**src/rtl/rfm_cnt_ctrl_pkg.sv**
```systemverilog
// Shared types, CAM port widths and helpers for the activation-count controller.
package rfm_cnt_ctrl_pkg;

  localparam int unsigned WORD_SIZE   = 16;
  localparam int unsigned ENTRY_WIDTH = 7;
  localparam int unsigned ROW_NUM     = 68;

  typedef logic [WORD_SIZE-1:0]   word_t;
  typedef logic [ENTRY_WIDTH-1:0] idx_t;

  localparam word_t ALERT_TH  = 16'd1024;
  localparam idx_t  ROW_LIMIT = idx_t'(ROW_NUM);

  typedef enum logic [3:0] {
    ST_INIT,
    ST_IDLE,
    ST_RD,
    ST_WR,
    ST_MAX,
    ST_SRCH,
    ST_CLR,
    ST_ACK,
    ST_WCLR
  } state_t;

  // Count increment that sticks at all-ones instead of wrapping.
  function automatic word_t sat_inc(input word_t v);
    return (v == '1) ? v : v + word_t'(1);
  endfunction

endpackage

```
**src/rtl/rfm_cnt_ctrl_if.sv**
```systemverilog
// CAM access bundle: master is the count controller, slave is the CAM.
interface rfm_cnt_ctrl_if;
  import rfm_cnt_ctrl_pkg::*;

  word_t cam_data_in;
  idx_t  cam_addr_in;
  logic  cam_read_en;
  logic  cam_write_en;
  logic  cam_search_en;
  logic  cam_reset;
  logic  cam_max_en;
  word_t cam_data_out;
  idx_t  cam_addr_out;
  logic  cam_match;
  word_t cam_max;

  modport master (
    output cam_data_in, cam_addr_in, cam_read_en, cam_write_en,
           cam_search_en, cam_reset, cam_max_en,
    input  cam_data_out, cam_addr_out, cam_match, cam_max
  );

  modport slave (
    input  cam_data_in, cam_addr_in, cam_read_en, cam_write_en,
           cam_search_en, cam_reset, cam_max_en,
    output cam_data_out, cam_addr_out, cam_match, cam_max
  );

endinterface

```
**src/rtl/rfm_cnt_ctrl_fsm.sv**
```systemverilog
// Sequencer for activate read-modify-write, RFM max/search/clear and window clears.
module rfm_cnt_ctrl_fsm
  import rfm_cnt_ctrl_pkg::*;
(
  input  logic   clk,
  input  logic   reset,
  input  logic   act_go,
  input  logic   rfm_req,
  input  logic   clr_pend,
  input  logic   hit,
  output state_t state
);

  // Idle priority: pending window clear, then RFM, then a legal activate.
  always_ff @(posedge clk) begin
    if (reset) begin
      state <= ST_INIT;
    end else begin
      unique case (state)
        ST_INIT: state <= ST_IDLE;
        ST_IDLE: begin
          if (clr_pend)     state <= ST_WCLR;
          else if (rfm_req) state <= ST_MAX;
          else if (act_go)  state <= ST_RD;
        end
        ST_RD:   state <= ST_WR;
        ST_WR:   state <= ST_IDLE;
        ST_MAX:  state <= ST_SRCH;
        ST_SRCH: state <= hit ? ST_CLR : ST_ACK;
        ST_CLR:  state <= ST_ACK;
        ST_ACK:  state <= ST_IDLE;
        ST_WCLR: state <= ST_IDLE;
        default: state <= ST_INIT;
      endcase
    end
  end

endmodule

```
**src/rtl/rfm_cnt_ctrl.sv**
```systemverilog
// Master-side controller for the per-bank activation-count CAM: counting,
// threshold alerts, RFM hottest-entry extraction and window clears.
module rfm_cnt_ctrl
  import rfm_cnt_ctrl_pkg::*;
(
  input  logic  clk,
  input  logic  reset,
  input  logic  act_valid,
  output logic  act_ready,
  input  idx_t  act_idx,
  output logic  act_err,
  output logic  alert,
  output idx_t  alert_idx,
  input  logic  rfm_req,
  output logic  rfm_ack,
  output logic  rfm_hit,
  output idx_t  rfm_idx,
  output word_t rfm_cnt,
  input  logic  win_clr,
  rfm_cnt_ctrl_if.master cam
);

  state_t state;
  logic   clr_pend;
  idx_t   idx_r;
  word_t  cnt_r;
  word_t  max_r;
  logic   act_fire;
  logic   idx_ok;
  logic   hit;
  word_t  inc_val;

  assign act_ready = (state == ST_IDLE) && !clr_pend && !rfm_req;
  assign act_fire  = act_valid && act_ready;
  assign idx_ok    = act_idx < ROW_LIMIT;
  assign hit       = cam.cam_match && (max_r != '0);
  assign inc_val   = sat_inc(cnt_r);

  rfm_cnt_ctrl_fsm u_fsm (
    .clk      (clk),
    .reset    (reset),
    .act_go   (act_fire && idx_ok),
    .rfm_req  (rfm_req),
    .clr_pend (clr_pend),
    .hit      (hit),
    .state    (state)
  );

  always_ff @(posedge clk) begin
    if (reset) begin
      clr_pend  <= 1'b0;
      act_err   <= 1'b0;
      alert     <= 1'b0;
      alert_idx <= '0;
      rfm_ack   <= 1'b0;
      rfm_hit   <= 1'b0;
      rfm_idx   <= '0;
      rfm_cnt   <= '0;
      idx_r     <= '0;
      cnt_r     <= '0;
      max_r     <= '0;
    end else begin
      // A new pulse during WCLR survives so it is served again afterwards.
      clr_pend <= win_clr || (clr_pend && (state != ST_WCLR));
      act_err  <= act_fire && !idx_ok;
      alert    <= (state == ST_WR) && (inc_val >= ALERT_TH);
      rfm_ack  <= (state == ST_CLR) || ((state == ST_SRCH) && !hit);
      if (act_fire)                                idx_r     <= act_idx;
      if (state == ST_RD)                          cnt_r     <= cam.cam_data_out;
      if ((state == ST_WR) && (inc_val >= ALERT_TH)) alert_idx <= idx_r;
      if (state == ST_MAX)                         max_r     <= cam.cam_max;
      if (state == ST_SRCH) begin
        rfm_hit <= hit;
        rfm_idx <= hit ? cam.cam_addr_out : '0;
        rfm_cnt <= hit ? max_r : '0;
      end
    end
  end

  // CAM strobes follow the state; a reset cycle suppresses every access but clear.
  always_comb begin
    cam.cam_read_en   = 1'b0;
    cam.cam_write_en  = 1'b0;
    cam.cam_search_en = 1'b0;
    cam.cam_max_en    = 1'b0;
    cam.cam_data_in   = '0;
    cam.cam_addr_in   = '0;
    cam.cam_reset     = (state == ST_INIT) || (state == ST_WCLR);
    if (!reset) begin
      case (state)
        ST_RD: begin
          cam.cam_read_en = 1'b1;
          cam.cam_addr_in = idx_r;
        end
        ST_WR: begin
          cam.cam_write_en = 1'b1;
          cam.cam_addr_in  = idx_r;
          cam.cam_data_in  = inc_val;
        end
        ST_MAX:  cam.cam_max_en = 1'b1;
        ST_SRCH: begin
          cam.cam_search_en = 1'b1;
          cam.cam_data_in   = max_r;
        end
        ST_CLR: begin
          cam.cam_write_en = 1'b1;
          cam.cam_addr_in  = rfm_idx;
        end
        default: ;
      endcase
    end
  end

endmodule
```
**src/flat_wrapper.sv**
```systemverilog
// flat-port wrapper written by rule: the top's interface ports become plain ports
module rfm_cnt_ctrl_flat import rfm_cnt_ctrl_pkg::*;
  (clk, reset, act_valid, act_ready, act_idx, act_err, alert, alert_idx, rfm_req, rfm_ack, rfm_hit, rfm_idx, rfm_cnt, win_clr, cam_cam_data_in, cam_cam_addr_in, cam_cam_read_en, cam_cam_write_en, cam_cam_search_en, cam_cam_reset, cam_cam_max_en, cam_cam_data_out, cam_cam_addr_out, cam_cam_match, cam_cam_max);
  rfm_cnt_ctrl_if cam_i ();
  input  logic clk;
  input  logic reset;
  input  logic act_valid;
  output logic act_ready;
  input  idx_t act_idx;
  output logic act_err;
  output logic alert;
  output idx_t alert_idx;
  input  logic rfm_req;
  output logic rfm_ack;
  output logic rfm_hit;
  output idx_t rfm_idx;
  output word_t rfm_cnt;
  input  logic win_clr;
  output wire logic [$bits(cam_i.cam_data_in)-1:0] cam_cam_data_in;
  output wire logic [$bits(cam_i.cam_addr_in)-1:0] cam_cam_addr_in;
  output wire logic [$bits(cam_i.cam_read_en)-1:0] cam_cam_read_en;
  output wire logic [$bits(cam_i.cam_write_en)-1:0] cam_cam_write_en;
  output wire logic [$bits(cam_i.cam_search_en)-1:0] cam_cam_search_en;
  output wire logic [$bits(cam_i.cam_reset)-1:0] cam_cam_reset;
  output wire logic [$bits(cam_i.cam_max_en)-1:0] cam_cam_max_en;
  input wire logic [$bits(cam_i.cam_data_out)-1:0] cam_cam_data_out;
  input wire logic [$bits(cam_i.cam_addr_out)-1:0] cam_cam_addr_out;
  input wire logic [$bits(cam_i.cam_match)-1:0] cam_cam_match;
  input wire logic [$bits(cam_i.cam_max)-1:0] cam_cam_max;
  assign cam_cam_data_in = cam_i.cam_data_in;
  assign cam_cam_addr_in = cam_i.cam_addr_in;
  assign cam_cam_read_en = cam_i.cam_read_en;
  assign cam_cam_write_en = cam_i.cam_write_en;
  assign cam_cam_search_en = cam_i.cam_search_en;
  assign cam_cam_reset = cam_i.cam_reset;
  assign cam_cam_max_en = cam_i.cam_max_en;
  assign cam_i.cam_data_out = cam_cam_data_out;
  assign cam_i.cam_addr_out = cam_cam_addr_out;
  assign cam_i.cam_match = cam_cam_match;
  assign cam_i.cam_max = cam_cam_max;
  rfm_cnt_ctrl u_core (.clk(clk), .reset(reset), .act_valid(act_valid), .act_ready(act_ready), .act_idx(act_idx), .act_err(act_err), .alert(alert), .alert_idx(alert_idx), .rfm_req(rfm_req), .rfm_ack(rfm_ack), .rfm_hit(rfm_hit), .rfm_idx(rfm_idx), .rfm_cnt(rfm_cnt), .win_clr(win_clr), .cam(cam_i));
endmodule
```
**config.mk**
```make
export PLATFORM = sky130hd
export DESIGN_NAME = rfm_cnt_ctrl_flat
export DESIGN_NICKNAME = d
export VERILOG_FILES = /design/src/rtl/rfm_cnt_ctrl_pkg.sv /design/src/rtl/rfm_cnt_ctrl_if.sv /design/src/rtl/rfm_cnt_ctrl_fsm.sv /design/src/rtl/rfm_cnt_ctrl.sv /design/src/flat_wrapper.sv
export SDC_FILE = /design/constraint.sdc
export NUM_CORES = 1
export LEC_CHECK = 0
export CAP_MARGIN = 20
export CORE_MARGIN = 1
export CORE_UTILIZATION = 35
export CTS_CLUSTER_DIAMETER = 100
export DETAILED_ROUTE_END_ITERATION = 7
export GPL_TIMING_DRIVEN = 0
export PLACE_DENSITY = 0.64
export SETUP_SLACK_MARGIN = 0.5
export SYNTH_ARGS = -nofsm -noshare
export SYNTH_HDL_FRONTEND = slang
export SYNTH_SLANG_ARGS = --single-unit
```
**constraint.sdc**
```tcl
create_clock -name clk -period 3.8 [get_ports clk]
set_clock_uncertainty 0.05 [all_clocks]
set_input_delay 0.38 -clock clk [delete_from_list [all_inputs] [get_ports clk]]
set_output_delay 0.38 -clock clk [all_outputs]
set_load 0.02 [all_outputs]
```
==> flow_summary.yaml <==
clock_network:
  cts.sink_count: 78
  ctsHoldBuffers: 0
  clk_pin_slew_ns: 0.08
  ctsRootBufferMaster: "clkbuf_8"
  cts_buffer_depth: 2
  clock_latency_ns: 0.36
  cts_tree: "built"
  h-tree-depth: 3
  cts_buffers: 9
synthesis:
  synth.top_cells.by_count: "114 x nand2_1, 78 x dfxtp_1, 71 x a21oi_1"
  synth_top_cell_area_share: 0.4173
  synth_edf_count: 0
  ys_ff_latch: 78
  synth_xor_area_frac: 0.03042
  synth_top_family_by_area: "simple AND/OR/NAND/NOR gates"
  synthMuxAreaShare: 0.03076
  synth_area_per_cell_um2: 7.732
  synthTopCellsByArea: "dfxtp_1 42%, nand2_1 11%, a21oi_1 9.5%, nand3_1 4.3%, nor2_1 3.2%"
  synth_nets: 537
  synthSimpleGateAreaFrac: 0.3106
  synth-compound-area-share: 0.1655
  ys_seq_area_frac: 0.4173
  synthesis.yosys.warnings: 0
  synthAdderAreaFrac: 0.003343
  syn_area_um2: 3742
  synthMostInstantiatedCell: "nand2_1"
  synth_flop_cell: "dfxtp_1"
  ys_types: 47
  syn_inst: 484
  async_reset_ff_frac: 0
  yosysTopAreaCell: "dfxtp_1"
critical_path:
  arrival_ns: 2.74
  rrSetupSlack_ns: 1.57
  r2r_end: "u_core.alert_idx[6]"
  critPathLaunchType: "primary input"
  critPathMaxFanout: 10
  worstSetupPathType: "primary input to primary output"
  r2r_cells: 7
  r2r-start: "u_core.cnt_r[1]"
  required_ns: 3.37
  worst_setup_path_end_kind: "primary output"
detailed_routing:
  drtIter0Drc: 224
  ant_nets: 0
  top_layer: "met4"
  firstDrtPassIters: 5
  routedLengthMet1_um: 5369
  wl_um: 11830
  vias: 3896
  viasPerCell: 5.188
  wl_met3_um: 876
  wire_per_inst_um: 15.75
  route.detailed.drc: 0
  dr_wl_met2_um: 5472
global_routing:
  grt_usage: 0.2172
  antenna_found_initial: 0
  grt.overflow.total: 0
  grt_pass1_vias: 3691
  grt_max_degree: 15
  grt_pass1_wl_um: 18680
final_layout:
  drive_gt1_frac: 0.07805
  final_area_um2: 5361
  syn_to_final_growth_pct: 43.26
  nets: 663
  antenna_cells: 0
  n_fill_cell: 1021
die:
  ios: 115
  initial_core_util: 0.3625
  placementRows: 37
  dieArea_um2: 11110
  core-area_um2: 10320
  die_y_um: 105.4
  die_x_um: 105.4
timing:
  maxSlewViolCount: 0
  finalHoldViolCount: 0
  layout_setup_ws_ns: 0.6301
  fin_hold_ws_ns: 0.3396
  fin_setup_tns_ns: 0
  fmax_mhz: 315.5
  rsz0062_at_grt: "true"
  slew_headroom: 0.4905
  layout_min_cycle_time_ns: 3.170
  max_slew.worst_pin.slew_ns: 0.7584
  timing.final.crit_share: 0.8342
  setup_violations: 0
power:
  max-vdd-ir-drop_v: 0.0001573
  cellPowerDensity_nw_per_um2: 350.4
  leakage_uw: 0.001872
worst_hold_path:
  min_from: "act_valid"
  min_to: "u_core.idx_r[3]"
  whs_path_depth: 3
  hold_path.class: "primary input to flop"
placed_design:
  dpl.hpwl_um: 9085
  place_congestion: 0.8777
  io_buffer_count: 113
  postPlaceCellArea_um2: 5044
  dp_worst_setup_slack_ns: 0.6206
outcome:
  run_status: "complete, no violations"
job:
  drv_cap: 0
metrics by stage:
step | power [µW] | util | instances
after global placement | 1094 | 0.4885 | 733
after global routing | 1945 | 0.5193 | 751
final | 1879 | 0.5193 | 751
after detailed placement | 1096 | 0.4885 | 733
after floorplan | 987.7 | - | 484
after CTS | 1885 | 0.5163 | 751
final cells by class:
class	instances	area [µm²]	share of cell area
buffer	34	147.6	0.02754
clock buffer	10	137.6	0.02567
clock inverter	6	117.6	0.02194
inverter	4	15.01	0.002800
multi-input combinational	368	2049	0.3823
sequential	78	1565	0.2919
tap	136	170.2	0.03174
timing repair buffer	115	1159	0.2161
metal layers:
| layer | global-route usage | vias to the layer above |
|---|---|---|
| met5 | 0 | - |
| met4 | 0.04427 | 0 |
| met3 | 0.05999 | 15 |
| met2 | 0.3586 | 152 |
| met1 | 0.2828 | 1807 |
| li1 | - | 1922 |
registers in the layout, indices dropped and copies added, names as in the netlist:
name	flops
u_core.act_err	1
u_core.alert	1
u_core.alert_idx	7
u_core.clr_pend	1
u_core.cnt_r	16
u_core.idx_r	7
u_core.max_r	16
u_core.rfm_ack	1
u_core.rfm_cnt	16
u_core.rfm_hit	1
u_core.rfm_idx	7
u_core.u_fsm.state	4
kinds of logic (layout without fill, tap and decap cells):
family | Yosys count | count (layout)
XOR/XNOR | 13 | 13
buffers and inverters | 38 | 169
adder cells (fa/ha/maj) | 1 | 1
AO/OA/AOI/OAI | 106 | 106
flip-flops | 78 | 78
multiplexers | 11 | 11
AND/OR/NAND/NOR | 237 | 237
worst max-delay path by stage:
| stage | start | end | cells after the start |
|---|---|---|---|
| after floorplan | u_core.u_fsm.state[0] | cam_cam_data_in[11] | 6 |
| after global placement | u_core.u_fsm.state[0] | cam_cam_data_in[5] | 7 |
| after detailed placement | u_core.u_fsm.state[0] | cam_cam_data_in[5] | 7 |
| after CTS | u_core.cnt_r[0] | cam_cam_data_in[2] | 8 |
| after global routing | u_core.cnt_r[1] | cam_cam_data_in[4] | 8 |
| final | reset | cam_cam_data_in[15] | 5 |
layout by cell type, fill, tap and decap left out, drive strengths merged, types with 5 or more instances in the layout:
master / count
a21oi: 71
a22oi: 11
buf: 9
clkbuf: 37
clkdlybuf4s50: 108
dfxtp: 78
dlymetal6s2s: 5
inv: 5
mux2i: 10
nand2: 115
nand2b: 17
nand3: 32
nand4: 8
nor2: 32
nor3: 6
nor4: 10
o21ai: 14
xor2: 9
power breakdown:
part / switching, µW / internal [µW] / total, µW
logic: 123 / 103 / 226
registers: 22.2 / 836 / 858
clock network: 334 / 460 / 794
critical path: stages:
cell and delay, ns:
clkdlybuf4s50_1 0.62, clkbuf_1 0.46, clkbuf_1 0.58, a21oi_1 0.12
clkdlybuf4s50_1 0.58
timing repair:
item	in CTS	in global routing
pin swaps	2	0
gates resized for setup	4	18
endpoints found under the hold margin	0	0
buffers inserted	2	0
setup endpoints to repair	16	16
Note: power is estimated with default switching activity, not from simulation.
